==> src/rtl/regfile_mp.sv <==
// rtl/regfile_mp.sv - parametrised register file: one write port, two registered read ports, clear engine
//
// Purpose: NUM_REGS x WORD_SIZE register file placed between the control unit
// and the datapath operand buses. Same-cycle write-to-read bypass (write-first).
// A sequential clear engine zeroes one register per cycle while BUSY is high.
//
// Ports:
//   CLK                 rising-edge clock
//   RST_N               asynchronous active-low reset
//   WR_EN/WR_ADDR/WR_DATA              write port
//   RD_EN_A/RD_ADDR_A -> RD_DATA_A/RD_VALID_A  read port A (1-cycle latency)
//   RD_EN_B/RD_ADDR_B -> RD_DATA_B/RD_VALID_B  read port B (1-cycle latency)
//   CLR_REQ             start the clear engine
//   BUSY                clear engine active
module regfile_mp #(
    parameter int WORD_SIZE = 19,
    parameter int NUM_REGS  = 8,
    parameter int ZERO_REG  = 0,
    localparam int AW       = $clog2(NUM_REGS)
) (
    input  logic                 CLK,
    input  logic                 RST_N,
    input  logic                 WR_EN,
    input  logic [AW-1:0]        WR_ADDR,
    input  logic [WORD_SIZE-1:0] WR_DATA,
    input  logic                 RD_EN_A,
    input  logic [AW-1:0]        RD_ADDR_A,
    output logic [WORD_SIZE-1:0] RD_DATA_A,
    output logic                 RD_VALID_A,
    input  logic                 RD_EN_B,
    input  logic [AW-1:0]        RD_ADDR_B,
    output logic [WORD_SIZE-1:0] RD_DATA_B,
    output logic                 RD_VALID_B,
    input  logic                 CLR_REQ,
    output logic                 BUSY
);

    typedef enum logic {
        S_IDLE,
        S_CLEARING
    } state_t;

    state_t               r_state;
    state_t               w_state_next;
    logic [AW-1:0]        r_clr_idx;
    logic [WORD_SIZE-1:0] r_regs [NUM_REGS];

    logic [WORD_SIZE-1:0] r_rd_data_a;
    logic [WORD_SIZE-1:0] r_rd_data_b;
    logic                 r_rd_valid_a;
    logic                 r_rd_valid_b;

    logic                 w_idle;
    logic                 w_clr_last;
    logic                 w_wr_ok;
    logic                 w_rd_ok_a;
    logic                 w_rd_ok_b;
    logic [WORD_SIZE-1:0] w_rd_data_a;
    logic [WORD_SIZE-1:0] w_rd_data_b;

    assign w_idle     = (r_state == S_IDLE);
    assign w_clr_last = (r_clr_idx == AW'(NUM_REGS - 1));

    // An access is real only if the index exists and is not the hardwired zero register.
    assign w_wr_ok   = w_idle && WR_EN && (int'(WR_ADDR) < NUM_REGS)
                       && !((ZERO_REG != 0) && (WR_ADDR == '0));
    assign w_rd_ok_a = (int'(RD_ADDR_A) < NUM_REGS) && !((ZERO_REG != 0) && (RD_ADDR_A == '0));
    assign w_rd_ok_b = (int'(RD_ADDR_B) < NUM_REGS) && !((ZERO_REG != 0) && (RD_ADDR_B == '0));

    // Read muxes: bypass only from a write that will actually land.
    always_comb begin
        w_rd_data_a = '0;
        if (w_wr_ok && (WR_ADDR == RD_ADDR_A)) begin
            w_rd_data_a = WR_DATA;
        end else if (w_rd_ok_a) begin
            w_rd_data_a = r_regs[RD_ADDR_A];
        end
    end

    always_comb begin
        w_rd_data_b = '0;
        if (w_wr_ok && (WR_ADDR == RD_ADDR_B)) begin
            w_rd_data_b = WR_DATA;
        end else if (w_rd_ok_b) begin
            w_rd_data_b = r_regs[RD_ADDR_B];
        end
    end

    // Clear FSM
    always_comb begin
        w_state_next = r_state;
        case (r_state)
            S_IDLE:     if (CLR_REQ) w_state_next = S_CLEARING;
            S_CLEARING: if (w_clr_last) w_state_next = S_IDLE;
            default:    w_state_next = S_IDLE;
        endcase
    end

    always_ff @(posedge CLK or negedge RST_N) begin
        if (!RST_N) begin
            r_state   <= S_IDLE;
            r_clr_idx <= '0;
        end else begin
            r_state <= w_state_next;
            if (r_state == S_CLEARING) begin
                r_clr_idx <= w_clr_last ? '0 : r_clr_idx + AW'(1);
            end
        end
    end

    // Storage: the clear engine owns the array while CLEARING.
    always_ff @(posedge CLK or negedge RST_N) begin
        if (!RST_N) begin
            for (int i = 0; i < NUM_REGS; i++) begin
                r_regs[i] <= '0;
            end
        end else if (r_state == S_CLEARING) begin
            r_regs[r_clr_idx] <= '0;
        end else if (w_wr_ok) begin
            r_regs[WR_ADDR] <= WR_DATA;
        end
    end

    // Registered read ports; data holds whenever no read is serviced.
    always_ff @(posedge CLK or negedge RST_N) begin
        if (!RST_N) begin
            r_rd_data_a  <= '0;
            r_rd_data_b  <= '0;
            r_rd_valid_a <= 1'b0;
            r_rd_valid_b <= 1'b0;
        end else begin
            r_rd_valid_a <= w_idle && RD_EN_A;
            r_rd_valid_b <= w_idle && RD_EN_B;
            if (w_idle && RD_EN_A) r_rd_data_a <= w_rd_data_a;
            if (w_idle && RD_EN_B) r_rd_data_b <= w_rd_data_b;
        end
    end

    assign RD_DATA_A  = r_rd_data_a;
    assign RD_DATA_B  = r_rd_data_b;
    assign RD_VALID_A = r_rd_valid_a;
    assign RD_VALID_B = r_rd_valid_b;
    assign BUSY       = (r_state == S_CLEARING);

endmodule

==> config.mk <==
export PLATFORM = sky130hd
export DESIGN_NAME = regfile_mp
export DESIGN_NICKNAME = d
export VERILOG_FILES = /design/src/rtl/regfile_mp.sv
export SDC_FILE = /design/constraint.sdc
export NUM_CORES = 1
export LEC_CHECK = 0
export CORE_ASPECT_RATIO = 1.4
export CORE_MARGIN = 2
export CORE_UTILIZATION = 53
export DETAILED_ROUTE_END_ITERATION = 6
export GPL_TIMING_DRIVEN = 0
export MAX_ROUTING_LAYER = met4
export PLACE_DENSITY = 0.76
export SYNTH_ARGS = -nofsm -noshare
export SYNTH_HDL_FRONTEND = slang
export SYNTH_SLANG_ARGS = --single-unit
==> constraint.sdc <==
create_clock -name CLK -period 1.56 [get_ports CLK]
set_input_delay 0.234 -clock CLK [delete_from_list [all_inputs] [get_ports CLK]]
set_output_delay 0.234 -clock CLK [all_outputs]
set_load 0.005 [all_outputs]
==> summary.txt <==
Outcome
  • Outcome: complete, but fails checks
  • Failing checks: negative setup slack

Logic synthesis
  • Yosys top cell area share: 49.7%
  • Synth Cell Area: 9880 um^2
  • EDFF count, synth: 0
  • Most numerous cell in the Yosys netlist: dfrtp_1
  • Commonest cells post-synth: dfrtp_1 (196), a22o_1 (152), mux4_2 (70)
  • Complex-gate fraction of the synthesized area: 18.2%
  • Synthesized area per cell: 14.4 um^2
  • Post-Syn Nets: 722
  • Synth Area in Adders: 0.253%
  • XOR/XNOR Fraction of Synth Area: 0.532%
  • Count of cell types in the netlist: 39
  • Cell taking the most area after synthesis: dfrtp_1
  • Post-synth ARST share: 100%
  • Post-synthesis mux area share: 21.9%
  • Mapped Cells: 686
  • Register area share after synthesis: 49.7%
  • Main combinational cell family by area after synthesis: multiplexers
  • Post-Synth Simple-Gate Area: 4.60%
  • Top cells by area, synth: dfrtp_1 (50%), mux4_2 (16%), a22o_1 (13%)
  • Synthesized flop and latch total: 196
  • Synth Flop Type: dfrtp_1
  • YS warnings: 0

Floorplan
  • Die Span Y: 166 um
  • Starting Density: 53.5%
  • Num rows: 59
  • CORE AREA: 18,500 um^2
  • Total die area: 19,800 um^2
  • # IOs: 75
  • Die width: 119 um

Cells and area
  • Layout fillers: 1,280
  • Area grow syn2layout: 27.5%
  • Fin nets: 860
  • Layout Cells excl Fill: 1,081
  • Post-route cell area: 12,600 um^2
  • Share of cells above drive strength 1: 34.8%

Timing
  • Fmax: 590 MHz
  • Endpoints failing hold: 0
  • Final min period: 1.70 ns
  • RSZ-0062 raised after global routing: yes
  • Clk_skew: 0.00995 ns
  • Part of the cycle the worst path needs: 109%
  • Worst slew pin tran: 0.603 ns
  • Setup ws final: -0.135 ns
  • Final setup fails: 157
  • Slew HR: 59.8%
  • Post-route setup TNS: -8.83 ns
  • Final Max Tran Viols: 0

Pwr
  • Power Total: 19,900 uW
  • Clock power share: 22.2%
  • Leak: 0.00594 uW
  • P_int: 13,200 uW
  • Pwr dens: 1580 nW/um^2
  • Comb pwr share: 37.4%
  • Psw: 6720 uW
  • Switch share: 33.8%
  • Reg power frac: 40.4%
  • IR Drop Worst-Case VDD: 1.22 mV

Global route
  • Initial antenna violation count: 1
  • Total GRT Usage: 35.7%
  • Global-route wire length before repair: 49,900 um
  • Largest net degree at the start of global routing: 120
  • Vias in the first global route: 8,327
  • Grt ovf: 0

Placed design
  • GPL Wtd Cong: 0.939
  • DP Area: 10,900 um^2
  • DP Wirelength: 19,300 um
  • Port Buffer Count: 54
  • Dpl cells: 985
  • Place WS: -1.15 ns

Worst setup path
  • Critical path data required time: 1.94 ns
  • Kind of critical path: flop to flop
  • R2R Setup Slk: -0.14 ns
  • CP max FO: 8
  • Worst setup SP type: flop
  • CP Capture Type: flop
  • Worst EP arrival: 2.07 ns

Routing
  • Remaining antenna violation count: 0
  • Routed via count: 7,827
  • DRT Pass-1 Iters: 6
  • DRT iter0 DRCs: 1,072
  • Vias per cell: 7.24
  • DRC: 0
  • Detailed Route WL: 33,500 um
  • Post-detailed-route wirelength per cell: 31.0 um

Clock tree
  • Maximum clock path buffer count: 2
  • Sink Count: 196
  • Worst-path clk slew: 0.08 ns
  • CTS Buf Count: 17
  • CTS tree: yes
  • H-tree depth: 4
  • Root Driver: clkbuf_16
  • Clk_lat worst skew: 0.44 ns

Worst hold path
  • Hold Path Class: primary input to flop

Run
  • Max Cap Viol: 0
[registers in the layout (all words and copies together), names as in the netlist]
register	count
RD_VALID_A	1
r_regs	152
BUSY	1
r_clr_idx	3
RD_DATA_B	19
RD_DATA_A	19
RD_VALID_B	1
[stage by stage]
| stage | utilization [%] | hold WS, ns |
|---|---|---|
| after floorplan | - | -0.0616 |
| after global placement | 58.6 | 0.492 |
| after detailed placement | 58.8 | 0.259 |
| after CTS | 65.9 | 0.209 |
| after global routing | 68.3 | 0.248 |
| final | 68.3 | 0.210 |
[metal layers]
metal	track usage, %	vias to the layer above	share of wire, %
li1	-	3027	-
met1	40.5	3980	34
met2	55.4	637	48
met3	10.4	183	10
met4	24.1	0	7.2
met5	-	-	0
[critical path, cell delays in order (launching register included)]
cell	delay, ns
dfrtp_2	0.45
buf_6	0.15
nand2b_4	0.23
a41oi_4	0.41
buf_6	0.21
a221o_1	0.17
[cells in the final DEF, fill, tap and decap left out, types with 19 or more instances in the layout]
cell               n
a22o_1           152
buf_1             19
buf_4             45
buf_6             36
buf_8             20
clkdlybuf4s50_1   23
dfrtp_1          194
dlymetal6s2s_1    20
mux2i_1           26
mux4_2            75
nor2_1            27
[power groups by stage]
stage / combinational [uW] / sequential, uW / clock (uW)
finish: 7440 / 8020 / 4420
global route: 7830 / 8160 / 4610
CTS: 6820 / 7920 / 4390
detailed placement: 6080 / 7940 / 0
global placement: 5900 / 7790 / 0
floorplan: 3710 / 7640 / 0
[cell families after synthesis]
logic type               count (synthesis)
flip-flops                             196
multiplexers                           117
XOR/XNOR                                 6
buffers and inverters                   91
AO/OA/AOI/OAI                          201
AND/OR/NAND/NOR                         73
adder cells (fa/ha/maj)                  2
[what timing repair did]
item                                    in CTS  in global routing
endpoints found under the setup margin     199                211
gates resized for setup                    125                 70
pin swaps                                   20                 21
hold buffers                                 1                  0
gates cloned                                 4                  3
hold endpoints to repair                    77                  0
buffers inserted                            33                 26
[layout make-up]
class | instances | area (um^2) | share of cell area, %
buffer | 68 | 658 | 5.22
clock buffer | 17 | 425 | 3.38
antenna | 1 | 2.50 | 0.0199
inverter | 20 | 77.6 | 0.616
timing repair buffer | 122 | 1290 | 10.2
clock inverter | 14 | 143 | 1.13
tap | 244 | 305 | 2.42
multi-input combinational | 399 | 4790 | 38.0
sequential | 196 | 4910 | 39.0
[worst paths after layout]
check                           cells past startpoint        from            end
worst min register to register                      1  r_regs[66]     r_regs[66]
max in group asynchronous                           3       RST_N           BUSY
worst max register to register                      5        BUSY   RD_DATA_A[5]
worst min-delay path                                3  WR_DATA[5]   RD_DATA_B[5]
min in group asynchronous                           2       RST_N  RD_DATA_B[12]
worst max-delay path                                5        BUSY   RD_DATA_A[5]
No activity file was read; power rests on OpenSTA's default activity.
